==> src/rtl/mb_spi_status_if.sv <==
// mb_spi_status_if: bundle of the load/status side and the SPI pins of mb_spi_status.
//   tx_data     frame payload, MSB first (NBITS wide)
//   tx_load     one-cycle strobe capturing tx_data into the hold register
//   busy        frame in progress
//   frame_done  one-cycle pulse at the end of a complete frame
//   abort_err   one-cycle pulse at the end of a short frame
//   frame_count complete frames, modulo 256
//   CLK, CS_N   SPI clock / select from the MCU (asynchronous to clock)
//   MISO        serial data to the MCU
// master: the side driving payload and SPI pins (MCU / bench); slave: the status block.
interface mb_spi_status_if #(
  parameter int unsigned NBITS = 80
);
  logic [NBITS-1:0] tx_data;
  logic             tx_load;
  logic             busy;
  logic             frame_done;
  logic             abort_err;
  logic [7:0]       frame_count;
  logic             CLK;
  logic             CS_N;
  logic             MISO;

  modport master (
    output tx_data, tx_load, CLK, CS_N,
    input  busy, frame_done, abort_err, frame_count, MISO
  );

  modport slave (
    input  tx_data, tx_load, CLK, CS_N,
    output busy, frame_done, abort_err, frame_count, MISO
  );
endinterface

==> src/rtl/mb_spi_status.sv <==
// mb_spi_status: SPI mode-0 slave transmitter that shifts an NBITS status frame to an MCU.
// The MCU pins are oversampled by the system clock; all logic runs on posedge clock.
// Ports:
//   clock  system clock
//   reset  asynchronous, active-high
//   bus    mb_spi_status_if.slave: tx_data/tx_load in, busy/frame_done/abort_err/
//          frame_count out, CLK/CS_N in, MISO out
// A frame is complete when at least NBITS CLK rising edges were seen while selected;
// anything shorter ends with an abort_err pulse instead of frame_done.
module mb_spi_status #(
  parameter int unsigned NBITS = 80
) (
  input logic          clock,
  input logic          reset,
  mb_spi_status_if.slave bus
);

  localparam logic [7:0] NBitsW = 8'(NBITS);

  typedef enum logic [0:0] {
    StIdle,
    StActive
  } state_e;

  // ---------------------------------------------------------------------------------------------
  // Pin synchronizers: [0] and [1] are the 2-flop synchronizer, [2] is the history flop.
  // CS_N resets to 0 (selected) so a select held low across reset release is not an edge.
  // ---------------------------------------------------------------------------------------------
  logic [2:0] clk_sync_q;
  logic [2:0] cs_sync_q;

  always_ff @(posedge clock or posedge reset) begin
    if (reset) begin
      clk_sync_q <= 3'b000;
      cs_sync_q  <= 3'b000;
    end else begin
      clk_sync_q <= {clk_sync_q[1:0], bus.CLK};
      cs_sync_q  <= {cs_sync_q[1:0], bus.CS_N};
    end
  end

  logic clk_rise;
  logic clk_fall;
  logic cs_rise;
  logic cs_fall;

  assign clk_rise = clk_sync_q[1] & ~clk_sync_q[2];
  assign clk_fall = ~clk_sync_q[1] & clk_sync_q[2];
  assign cs_rise  = cs_sync_q[1] & ~cs_sync_q[2];
  assign cs_fall  = ~cs_sync_q[1] & cs_sync_q[2];

  // ---------------------------------------------------------------------------------------------
  // Frame FSM and datapath
  // ---------------------------------------------------------------------------------------------
  state_e           state_q;
  logic [NBITS-1:0] hold_q;
  logic [NBITS-1:0] shift_q;
  logic [7:0]       bit_no_q;
  logic [7:0]       frame_count_q;
  logic             miso_q;
  logic             frame_done_q;
  logic             abort_err_q;

  always_ff @(posedge clock or posedge reset) begin
    if (reset) begin
      state_q       <= StIdle;
      hold_q        <= '0;
      shift_q       <= '0;
      bit_no_q      <= 8'd0;
      frame_count_q <= 8'd0;
      miso_q        <= 1'b0;
      frame_done_q  <= 1'b0;
      abort_err_q   <= 1'b0;
    end else begin
      frame_done_q <= 1'b0;
      abort_err_q  <= 1'b0;

      // The hold register follows tx_load in every state; in ACTIVE the frame being shifted
      // is untouched, so a new payload goes out with the next frame.
      if (bus.tx_load) begin
        hold_q <= bus.tx_data;
      end

      case (state_q)
        StIdle: begin
          miso_q <= 1'b0;
          if (cs_fall) begin
            state_q  <= StActive;
            bit_no_q <= 8'd0;
            // A load coinciding with the select edge bypasses the hold register so the
            // frame carries the freshest data.
            if (bus.tx_load) begin
              shift_q <= bus.tx_data;
              miso_q  <= bus.tx_data[NBITS-1];
            end else begin
              shift_q <= hold_q;
              miso_q  <= hold_q[NBITS-1];
            end
          end
        end

        StActive: begin
          if (cs_rise) begin
            state_q <= StIdle;
            miso_q  <= 1'b0;
            if (bit_no_q >= NBitsW) begin
              frame_done_q  <= 1'b1;
              frame_count_q <= frame_count_q + 8'd1;
            end else begin
              abort_err_q <= 1'b1;
            end
          end else begin
            // MCU samples on CLK rise: count bits there, saturating.
            if (clk_rise && (bit_no_q != 8'hFF)) begin
              bit_no_q <= bit_no_q + 8'd1;
            end
            // Next bit is presented on CLK fall; zeros are shifted in past the payload.
            if (clk_fall) begin
              shift_q <= {shift_q[NBITS-2:0], 1'b0};
              miso_q  <= shift_q[NBITS-2];
            end
          end
        end

        default: begin
          state_q <= StIdle;
          miso_q  <= 1'b0;
        end
      endcase
    end
  end

  // ---------------------------------------------------------------------------------------------
  // Outputs
  // ---------------------------------------------------------------------------------------------
  assign bus.busy        = (state_q == StActive);
  assign bus.MISO        = miso_q;
  assign bus.frame_done  = frame_done_q;
  assign bus.abort_err   = abort_err_q;
  assign bus.frame_count = frame_count_q;

endmodule

==> src/flat_wrapper.sv <==
// flat-port wrapper written by rule: the top's interface ports become plain ports
module mb_spi_status_flat 
#(
  parameter int unsigned NBITS = 80
)
  (clock, reset, bus_tx_data, bus_tx_load, bus_CLK, bus_CS_N, bus_busy, bus_frame_done, bus_abort_err, bus_frame_count, bus_MISO);
  mb_spi_status_if #(.NBITS(NBITS)) bus_i ();
  input logic clock;
  input logic reset;
  input wire logic [$bits(bus_i.tx_data)-1:0] bus_tx_data;
  input wire logic [$bits(bus_i.tx_load)-1:0] bus_tx_load;
  input wire logic [$bits(bus_i.CLK)-1:0] bus_CLK;
  input wire logic [$bits(bus_i.CS_N)-1:0] bus_CS_N;
  output wire logic [$bits(bus_i.busy)-1:0] bus_busy;
  output wire logic [$bits(bus_i.frame_done)-1:0] bus_frame_done;
  output wire logic [$bits(bus_i.abort_err)-1:0] bus_abort_err;
  output wire logic [$bits(bus_i.frame_count)-1:0] bus_frame_count;
  output wire logic [$bits(bus_i.MISO)-1:0] bus_MISO;
  assign bus_i.tx_data = bus_tx_data;
  assign bus_i.tx_load = bus_tx_load;
  assign bus_i.CLK = bus_CLK;
  assign bus_i.CS_N = bus_CS_N;
  assign bus_busy = bus_i.busy;
  assign bus_frame_done = bus_i.frame_done;
  assign bus_abort_err = bus_i.abort_err;
  assign bus_frame_count = bus_i.frame_count;
  assign bus_MISO = bus_i.MISO;
  mb_spi_status #(.NBITS(NBITS)) u_core (.clock(clock), .reset(reset), .bus(bus_i));
endmodule
==> config.mk <==
export PLATFORM = sky130hd
export DESIGN_NAME = mb_spi_status_flat
export DESIGN_NICKNAME = d
export VERILOG_FILES = /design/src/rtl/mb_spi_status_if.sv /design/src/rtl/mb_spi_status.sv /design/src/flat_wrapper.sv
export SDC_FILE = /design/constraint.sdc
export NUM_CORES = 1
export LEC_CHECK = 0
export CORE_ASPECT_RATIO = 1.4
export CORE_UTILIZATION = 50
export CTS_CLUSTER_SIZE = 10
export DETAILED_ROUTE_END_ITERATION = 16
export PLACE_DENSITY_LB_ADDON = 0.3
export SYNTH_ARGS = -nofsm -noshare
export SYNTH_HDL_FRONTEND = slang
export SYNTH_SLANG_ARGS = --single-unit
==> constraint.sdc <==
create_clock -name clock -period 6.6 [get_ports clock]
set_input_delay 1.32 -clock clock [delete_from_list [all_inputs] [get_ports clock]]
set_output_delay 1.32 -clock clock [all_outputs]
set_load 0.02 [all_outputs]
# Yosys cells after proc, flatten, opt, wreduce, memory -nomap -nowiden
# Index checks and enable logic that the tools add are counted.
[classes]
add_sub_neg = 2
order_cmp = 1
eq_ne = 6
mux = 23
bitwise_logic = 9
reduce_logical = 4
[op_table]
columns = ["cell", "n"]
rows = [
  ["$mux 79", 3],
  ["$pmux 79 s2", 1],
  ["$mux 80", 1],
  ["$mux 8", 3],
  ["$add 8x1->8 const B", 2],
  ["$pmux 8 s2", 1],
  ["$mux 1", 12],
  ["$reduce_and 3->1", 3],
  ["$ge 8x7->1 const B", 1],
  ["$ne 8x8->1 const B", 1],
  ["$not 1->1", 5],
  ["$and 1x1->1", 4],
  ["$ne 2x1->1 const B", 2],
  ["$ne 2x2->1 const B", 2],
  ["$pmux 1 s2", 2],
  ["$ne 3x1->1 const B", 1],
  ["$logic_and 1x1->1", 1],
]
[word_totals]
register_bits = 185
in_bits = 85
out_inout_bits = 12

# Logic depth before layout (Yosys ltp)
[depth]
word_depth = 6
mapped_depth = 7
ltp_nobuf = 5

# Worst setup path before layout
# No wires, ideal clock.
[synth_timing]
kind = "input-to-reg"
start = "input bus_tx_load"
end = "register u_core.shift_q[10]"
setup_time_ns = 0.131
arrival_ns = 2.261
required_time_ns = 6.469
path_slack_ns = 4.208
path_stages = 5
n_path_buf = 2
path_cell_list = "clkbuf_1 > buf_2 > mux2_2 > mux2i_1 > mux2i_1"
[synth_between]
elab_chain_cells = 3
[synth_rtl]
columns = ["element", "line_no", "source"]
rows = [
  ["start, declared", "flat_wrapper.sv:11", "input wire logic [$bits(bus_i.tx_load)-1:0] bus_tx_load;"],
  ["$mux 80", "-", ""],
  ["$mux 79", "mb_spi_status.sv:87", "if (cs_fall) begin"],
  ["$pmux 79 s2", "mb_spi_status.sv:84", "case (state_q)"],
  ["end signal, assigned", "mb_spi_status.sv:93", "shift_q <= bus.tx_data;"],
  ["end signal, assigned", "mb_spi_status.sv:96", "shift_q <= hold_q;"],
  ["end signal, assigned", "mb_spi_status.sv:119", "shift_q <= {shift_q[NBITS-2:0], 1'b0};"],
  ["end, declared", "mb_spi_status.sv:57", "logic [NBITS-1:0] shift_q;"],
]
# No other way between the ends. The select of a mux whose other input is x is not followed.
# A chain may end at the register's enable or synchronous reset.

# Final worst setup path
[layout_timing]
start = "register u_core.state_q (netlist: u_core.bus.busy)"
end = "output bus_busy"
[layout_rtl]
columns = ["element", "line_no", "source"]
rows = [
  ["start, declared", "mb_spi_status.sv:55", "state_e state_q;"],
  ["start signal, assigned", "mb_spi_status.sv:66", "state_q <= StIdle;"],
  ["start signal, assigned", "mb_spi_status.sv:88", "state_q <= StActive;"],
  ["start signal, assigned", "mb_spi_status.sv:104", "state_q <= StIdle;"],
  ["end, declared", "flat_wrapper.sv:14", "output wire logic [$bits(bus_i.busy)-1:0] bus_busy;"],
]
# No word-level cell between the ends.

==> qor.yml <==
finalSetupViolCount: 0
yosysUniqueCellTypes: 36
path_cells: "clkdlybuf4s50_1"
period_minus_slack_ns: 3.45
drt-pass1-iter-count: 4
avgSynthCellArea_um2: 13.3
synth_top_cell_by_area: "dfrtp_1"
critPathBufInv: 1
fp.dieW_um: 109
area_delta_synth_final_pct: 20.9
tns_ns: 0
power_density_nw_per_um2: 336
pwr-share-comb_pct: 19.9
dp_hpwl_um: 9100
gr-total-overflow: 0
start_util_pct: 51.3
drtIter0Drc: 176
wl_per_cell_um: 15.8
pin_count: 97
post-route-util_pct: 62.0
syn-num-nets: 691
synthTopCellsByArea: "dfrtp_1 58%, mux2i_1 20%, mux2_2 11%"
crit_fanout: 49
grtUsageTotal_pct: 18.9
syn_inst: 603
p_int_w: 0.00235
status: "finished clean"
htreeDepth: 4
hold_path_class: "reg -> reg"
die_h_um: 152
yosys_register_bits: 185
synth_top_area_share_pct: 57.6
r2r_start: "u_core.bus.busy"
vias_per_cell: 5.26
yosysSeqAreaShare_pct: 57.6
portBuffers: 96
cp.required_ns: 5.28
cp_top_family: "flip-flops"
worst_hold_path.endpoint: "u_core.cs_sync_q[1]"
max_stage_delay_ns: 0.95
setup_ws_ns: 3.15
vias: 4739
antenna_found_initial: 0
cts_resized: 0
n_antenna_cell: 0
grt_max_degree: 134
cts_tree: "built"
holdBufCountCts: 0
sw_frac_of_total_pct: 28.1
nFillCells: 1239
slew_violations: 0
whs_path_depth: 0
cellLeakagePower_nw: 4.86
totalWireLength_um: 14200
drive_above_1_share_pct: 17.6
max-vdd-ir-drop_mv: 0.214
period_share_pct: 52.3
synth_warnings: 0
nNetsFinal: 780
final_common_cell: "dfrtp_1"
clk_latency_ns: 0.43
skew_ns: 0.00935
seqPwrFrac_pct: 49.4
crit_path_end_kind: "output pin"
crit_arrival_ns: 2.13
async_flop_share_pct: 100
p_clk_share_pct: 30.7
clockBufferDepth: 2
grt_pass1_wl_um: 24300
start_kind: "flop"
cts-root-buf: "clkbuf_16"
worst_pin_slew_ns: 1.04
drtAntennaViolNets: 0
slowest_stage: "dfrtp_4"
grt_pass1_vias: 5139
syn-cell-area_um2: 8040
switching_power_w: 0.000919
place_ws_ns: 3.26
clk_pin_slew_ns: 0.07
worstSetupPathType: "reg -> out"
synth_flop_cell: "dfrtp_1"
synth_edf_count: 0
max-cap-violations: 0
die_area_um2: 16600
rrSetupSlack_ns: 3.62
hold_path.startpoint: "u_core.cs_sync_q[0]"
hold_viol: 0
reg2reg_to: "u_core.bit_no_q[6]"
place.gp.congestion: 0.753
seqCellArea_um2: 4630
rsz0062_at_grt: "no"
worstRegToRegCells: 4
mostFrequentLayoutCells: "184 x dfrtp_1, 157 x mux2i_1, 95 x clkdlybuf4s50_1, 83 x inv_1, 81 x mux2_2"
post_cts_buffers: 0
multi_input_area_um2: 2950
numCtsBuffers: 17
fp-row-count: 54
relSlewSlack_pct: 30.8
core_area_um2: 15700
drcViolationCount: 0
max_freq_ghz: 0.290
cts.sinks: 185
==> synthesized netlist by cell type (2+ instances only) <==
| master | number |
|---|---|
| nor3b_1 | 2 |
| nand2b_1 | 3 |
| o41ai_1 | 3 |
| buf_6 | 2 |
| nand2_1 | 9 |
| dfrtp_1 | 185 |
| buf_2 | 24 |
| o311ai_0 | 3 |
| inv_1 | 84 |
| nor2_1 | 5 |
| mux2i_1 | 157 |
| ha_1 | 3 |
| clkbuf_1 | 2 |
| nand4_1 | 3 |
| mux2_2 | 81 |
| a211o_1 | 2 |
| o21ai_0 | 3 |
| and3_1 | 3 |
| nand3_1 | 7 |
| xnor2_1 | 6 |
==> power groups by stage <==
stage	clock network (W)	logic [W]	registers (W)
finish	0.00100	0.000650	0.00162
global route	0.00107	0.000744	0.00166
CTS	0.00103	0.000667	0.00162
detailed placement	0	0.000658	0.00164
global placement	0	0.000621	0.00162
floorplan	0	0.000521	0.00157
==> metal layers <==
metal | vias to the layer above | global-route usage (%) | share of wire (%)
met5 | - | 0 | 0
met4 | 0 | 6.67 | 1.3
met3 | 17 | 5.32 | 4.4
met2 | 91 | 31.8 | 52
met1 | 2417 | 23.0 | 42
li1 | 2214 | - | -
==> worst max path at each step <==
stage,start,endpoint,cells past startpoint
after detailed placement,reset,u_core.bus.busy,3
after global placement,reset,u_core.bus.busy,3
after floorplan,reset,u_core.bit_no_q[0],1
after CTS,u_core.bus.busy,bus_busy,1
final,u_core.bus.busy,bus_busy,1
after global routing,u_core.bus.busy,bus_busy,1
==> per-stage QoR <==
stage,hold WS [ns],cells,total power [W],instance area (um2)
after floorplan,0.331,603,0.00209,8040
after global placement,0.336,869,0.00224,9130
after detailed placement,0.341,869,0.00229,9130
after CTS,0.356,901,0.00331,9720
after global routing,0.367,901,0.00347,9720
final,0.358,901,0.00327,9720
==> worst reg2reg max path: stages, from the launching register on <==
cell and delay [ns]:
dfrtp_4 0.95, buf_4 0.71, o2111ai_2 0.53, o311ai_0 0.50
o41ai_1 0.15
==> registers in the layout (all words and copies together), names as in the netlist, 3 cells and up <==
name / flops
u_core.clk_sync_q: 3
u_core.cs_sync_q: 3
u_core.bus.frame_count: 8
u_core.hold_q: 80
u_core.shift_q: 79
u_core.bit_no_q: 8
==> kinds of logic (layout without fill, tap and decap cells) <==
group | after synthesis | in the layout | synth area share (%)
multiplexers | 238 | 238 | 30.9
flip-flops | 185 | 185 | 57.6
buffers and inverters | 113 | 215 | 5.88
AND/OR/NAND/NOR | 40 | 40 | 2.66
AO/OA/AOI/OAI | 17 | 17 | 1.76
XOR/XNOR | 7 | 7 | 0.763
adder cells (fa/ha/maj) | 3 | 3 | 0.467
==> layout make-up <==
cell class | count | share of cell area [%]
Sequential cell | 185 | 47.7
Inverter | 84 | 3.32
Clock inverter | 11 | 1.15
Multi-Input combinational cell | 305 | 30.3
Timing Repair Buffer | 99 | 10.1
Clock buffer | 21 | 4.94
Tap cell | 196 | 2.52
(Power assumes the default switching activity.)
